### src/rtl/picorv_mem_arb.sv
// picorv_mem_arb: two-master round-robin arbiter onto a single PicoRV32-style memory port.
// Define PICORV_MEM_ARB_TIMEOUT_EN to enable forced completion after TIMEOUT_CYCLES stalled slave cycles.
module picorv_mem_arb #(
  parameter int unsigned TIMEOUT_CYCLES = 255
) (
  input  logic        clk,
  input  logic        reset,
  input  logic        m0_valid,
  input  logic        m0_instr,
  input  logic [31:0] m0_addr,
  input  logic [31:0] m0_wdata,
  input  logic [3:0]  m0_wstrb,
  output logic        m0_ready,
  output logic [31:0] m0_rdata,
  input  logic        m1_valid,
  input  logic        m1_instr,
  input  logic [31:0] m1_addr,
  input  logic [31:0] m1_wdata,
  input  logic [3:0]  m1_wstrb,
  output logic        m1_ready,
  output logic [31:0] m1_rdata,
  output logic        s_valid,
  output logic        s_instr,
  output logic [31:0] s_addr,
  output logic [31:0] s_wdata,
  output logic [3:0]  s_wstrb,
  input  logic        s_ready,
  input  logic [31:0] s_rdata,
  output logic        owner,
  output logic        timeout_err
);

  localparam logic [31:0] TIMEOUT_RDATA = 32'hDEADBEEF;

  if (TIMEOUT_CYCLES < 1 || TIMEOUT_CYCLES > 65535) begin : g_bad_timeout
    $error("picorv_mem_arb: TIMEOUT_CYCLES out of range 1..65535");
  end

  typedef enum logic [1:0] {
    IDLE  = 2'd0,
    BUSY0 = 2'd1,
    BUSY1 = 2'd2
  } state_e;

  state_e state_q, state_d;
  logic   rr_q, rr_d;
  logic   owner_q, owner_d;
  logic   busy0, busy1, force_done, done;

  always_ff @(posedge clk) begin
    if (reset) begin
      state_q <= IDLE;
      rr_q    <= 1'b0;
      owner_q <= 1'b0;
    end else begin
      state_q <= state_d;
      rr_q    <= rr_d;
      owner_q <= owner_d;
    end
  end

  // Reset masks the busy decode so an abandoned transfer never reaches the ports.
  assign busy0 = (state_q == BUSY0) && !reset;
  assign busy1 = (state_q == BUSY1) && !reset;

`ifdef PICORV_MEM_ARB_TIMEOUT_EN
  localparam int unsigned CNT_W = 16;
  logic [CNT_W-1:0] cnt_q, cnt_d;

  always_ff @(posedge clk) begin
    if (reset) cnt_q <= '0;
    else       cnt_q <= cnt_d;
  end

  // Every grant leaves IDLE, so holding the counter clear in IDLE clears it on grant.
  always_comb begin
    cnt_d = cnt_q;
    if (state_q == IDLE)  cnt_d = '0;
    else if (!s_ready)    cnt_d = cnt_q + CNT_W'(1);
  end

  assign force_done = (busy0 || busy1) && !s_ready && (cnt_q == CNT_W'(TIMEOUT_CYCLES));
`else
  assign force_done = 1'b0;
`endif

  assign done = s_ready || force_done;

  always_comb begin
    state_d = state_q;
    rr_d    = rr_q;
    owner_d = owner_q;
    case (state_q)
      IDLE: begin
        if (m0_valid && (!m1_valid || !rr_q)) begin
          state_d = BUSY0;
          owner_d = 1'b0;
        end else if (m1_valid) begin
          state_d = BUSY1;
          owner_d = 1'b1;
        end
      end
      BUSY0: begin
        if (done) begin
          state_d = IDLE;
          rr_d    = 1'b1;
        end
      end
      BUSY1: begin
        if (done) begin
          state_d = IDLE;
          rr_d    = 1'b0;
        end
      end
      default: state_d = IDLE;
    endcase
  end

  assign s_valid = busy0 || busy1;
  assign s_instr = busy0 ? m0_instr : (busy1 ? m1_instr : 1'b0);
  assign s_addr  = busy0 ? m0_addr  : (busy1 ? m1_addr  : 32'h0);
  assign s_wdata = busy0 ? m0_wdata : (busy1 ? m1_wdata : 32'h0);
  assign s_wstrb = busy0 ? m0_wstrb : (busy1 ? m1_wstrb : 4'h0);

  assign m0_ready = busy0 && done;
  assign m1_ready = busy1 && done;
  assign m0_rdata = (busy0 && force_done) ? TIMEOUT_RDATA : s_rdata;
  assign m1_rdata = (busy1 && force_done) ? TIMEOUT_RDATA : s_rdata;

  assign owner       = owner_q;
  assign timeout_err = force_done;

endmodule

### config.mk
export PLATFORM = sky130hd
export DESIGN_NAME = picorv_mem_arb
export DESIGN_NICKNAME = d
export VERILOG_FILES = /design/src/rtl/picorv_mem_arb.sv
export SDC_FILE = /design/constraint.sdc
export NUM_CORES = 1
export LEC_CHECK = 0
export BUFFER_PORTS_ARGS = -buffer_cell sky130_fd_sc_hd__buf_2
export CORE_AREA = 2 2 121 123
export DETAILED_ROUTE_END_ITERATION = 10
export DIE_AREA = 0 0 123 125
export GPL_TIMING_DRIVEN = 1
export PLACE_DENSITY = 0.45
export SYNTH_ARGS = -nofsm -noshare
export SYNTH_HDL_FRONTEND = slang
export SYNTH_SLANG_ARGS = --single-unit
export TNS_END_PERCENT = 30
### constraint.sdc
create_clock -name clk -period 1.79 [get_ports clk]
set_clock_uncertainty 0.15 [all_clocks]
set_input_delay 0.2685 -clock clk [delete_from_list [all_inputs] [get_ports clk]]
set_output_delay 0.2685 -clock clk [all_outputs]
set_load 0.02 [all_outputs]
==> results.md <==
* Vias at 2110
* TritonCTS clock tree: done
* Logic pwr share at 0.680
* Seq pwr share at 0.076
* Final ANT Viol Nets at 0
* Syn_area_per_cell at around 8.1 um2
* Clock sink count at 4
* Layout cells sized above 1 at 0.765
* Synthesized instance count at ~180
* Synthesized area at roughly 1400 um2
* GRT Resource Usage Total at 0.104
* CTS clk-pin slew, worst paths at 0.03 ns
* H-Tree Depth at 1
* Post-place setup slack at -0.187 ns
* Critical Path Fanout Max at 5
* Switching Power at 520 uW
* IO Count at about 310
* CP most frequent cell: buf_6
* Crit-path cells: buf_6 -> ha_4 -> nor3b_4 -> buf_6 -> buf_12 -> buf_16 -> a22o_1 -> buf_6
* Drt total wl at between 9 and 10 mm
* CP delay by family, top: buffers and inverters
* Slew Limit Fails at 0
* CTS Buf Count at 3
* Post-synthesis net count at ~360
* Die ar. at approximately 15000 um2
* Failing checks: setup timing
* Maximum number of pins on one net before global-route repair at 26
* Placed cells at between 500 and 600
* Initial antenna violation count at 1
* Max cap viols at 0
* First-pass GRT wire length at 11.8 mm
* Hold Vio Cnt, Final at 0
* DIE WIDTH at 123 um
* Unrepaired setup endpoints after global routing: true
* Routability cong. at 0.663
* FFs w/ async S/R, synth at 0
* Sw frac at 0.364
* Status: finished, violations left
* Top cells by count, synth: a22o_1, buf_4, buf_2
* Initial DRC Count at a little under 60
* Wire per inst at between 15 and 20 um
* Hpwl dp at between 6 and 7 mm
* Initial core utilization at 0.101
* I/O Buffers at between 200 and 250
* # diodes at 0
* Cell internal pwr at ~910 uW
* Largest area contributor in the netlist: a22o_1
* Period utilization at 1.18
* Register area share after synthesis at 0.0556
* Nature of the critical path startpoint: register
* Drt pass-1 iters at 4
* Critical Path End Type: primary output
* Largest stage delay on the critical path at 0.32 ns
* Final setup violation count at 70
* CTS Hold Bufs at 0
* Skew-Pair Late Insertion Delay at approximately 0.22 ns
* Core area at 14200 um2
* Layout Cells excl Fill at around 530
* F_max at around 470 MHz
* Yosys reg bits at 4
* Clock power share at 0.244
* Gr ovfl total at 0
* Count of cell types in the netlist at 21
* Nets at about 520
* Area Growth Syn to Fin at 118%
* Pwr dens at approximately 460 nW/um2
* Vias per inst at 4.00
* Post-synth top area share at 0.419
* Residual DRC at 0
* PnR worst setup slack at -0.330 ns
* Cell with the most instances after synthesis: a22o_1
* Root Driver: clkbuf_16
* WS Path Type: register to primary output
* Top FF cell, synth: dfxtp_1
* Worst ir drop on vdd at 0.000418 V
* Synth area leaders: a22o_1, buf_4, dfxtp_1
* Leakage at between 1.5 and 2 nW
* Die H at 125 um
* WP data required at approximately 1.4 ns
* Fin area at between 3000 and 4000 um2
* Synth warn at 0
* Placed inst area at 2300 um2
* Slowest cell on crit path: dfxtp_2
* Total power at ~1.4 mW
* Worst endpoint data arrival time at approximately 1.7 ns
* Clock period minus worst slack at 2.12 ns
* Post-synth EDFFs at 0
* Worst-case clock buffer depth at 2
* Worst min path class: primary input to register
* WP buf/inv at 5
* Row cnt at 44
* Number of global-route vias before repair at roughly 2k
* Core Util, Final at 0.221
==> path summary, 6_finish.rpt <==
kind                            from                 endpoint  slack [ns]  depth (start not counted)
min                         m0_valid       owner$_SDFFE_PP0P_        0.14                          2
max          state_q[1]$_SDFFE_PP0P_               s_addr[14]       -0.33                          8
max reg2reg  state_q[1]$_SDFFE_PP0P_  state_q[1]$_SDFFE_PP0P_        0.24                          7
min reg2reg       owner$_SDFFE_PP0P_       owner$_SDFFE_PP0P_        0.38                          2
==> per-layer routing <==
layer | track usage | wire (um)
met1 | 0.123 | 3560
met2 | 0.187 | 4430
met3 | 0.0265 | 929
met4 | 0.0214 | 115
met5 | 0 | 13
==> cell usage in the layout, fill, tap and decap left out <==
cell	count
buf_2	163
a22o_1	62
buf_6	57
buf_12	8
buf_4	8
a22o_4	7
buf_16	6
a21oi_1	4
clkbuf_16	4
inv_2	2
nor2_1	2
a211oi_1	2
nand2b_1	2
ha_4	2
dfxtp_1	2
dfxtp_2	2
nor2b_4	1
nor3b_4	1
and2_4	1
and3b_1	1
nand2_1	1
a311oi_1	1
a21o_1	1
nand4_1	1
a21bo_2	1
ha_1	1
conb_1	1
==> area by class of cell <==
class	instances	area, um2
multi-input cells	92	873
repair buffers	243	1870
inverters	2	7.51
fillers	1551	11100
flip-flops and latches	4	82.6
clock buffers	3	75.1
well taps	184	230
==> cell families (layout without fill, tap and decap cells) <==
logic type | Yosys count | after routing | share of synthesized area
flops | 4 | 4 | 0.0556
other cells | 1 | 1 | 0.00260
fa+ha+maj | 3 | 3 | 0.0260
buf+inv | 83 | 248 | 0.405
compound gates | 78 | 78 | 0.462
simple gates | 10 | 10 | 0.0486
==> sequential cells by signal, summed over array words and instances (netlist names) <==
register  count
state_q       2
owner         1
rr_q          1
==> power by group through the flow <==
stage                     Combinational [mW]  Clock (mW)  Sequential, mW
after floorplan                        0.573           0           0.108
after global placement                 0.704           0           0.105
after detailed placement               0.712           0           0.105
after CTS                              0.958       0.355           0.108
after global routing                    1.04       0.367           0.110
final                                  0.973       0.349           0.108
==> through the flow <==
step	hold slack (ns)	TNS, ns
global route	0.147	-21.63
CTS	0.127	-19.22
finish	0.138	-16.70
detailed placement	0.353	-7.20
floorplan	0.220	-0.319
global placement	0.357	-6.26
==> timing repair <==
item                                    4_1_cts  5_1_grt
pin swaps                                    11       25
gates resized for setup                     119       14
endpoints found under the hold margin         0        0
endpoints found under the setup margin       70       70
setup buffers                                 8        4
gates cloned                                  7        1
(Power assumes the default switching activity.)
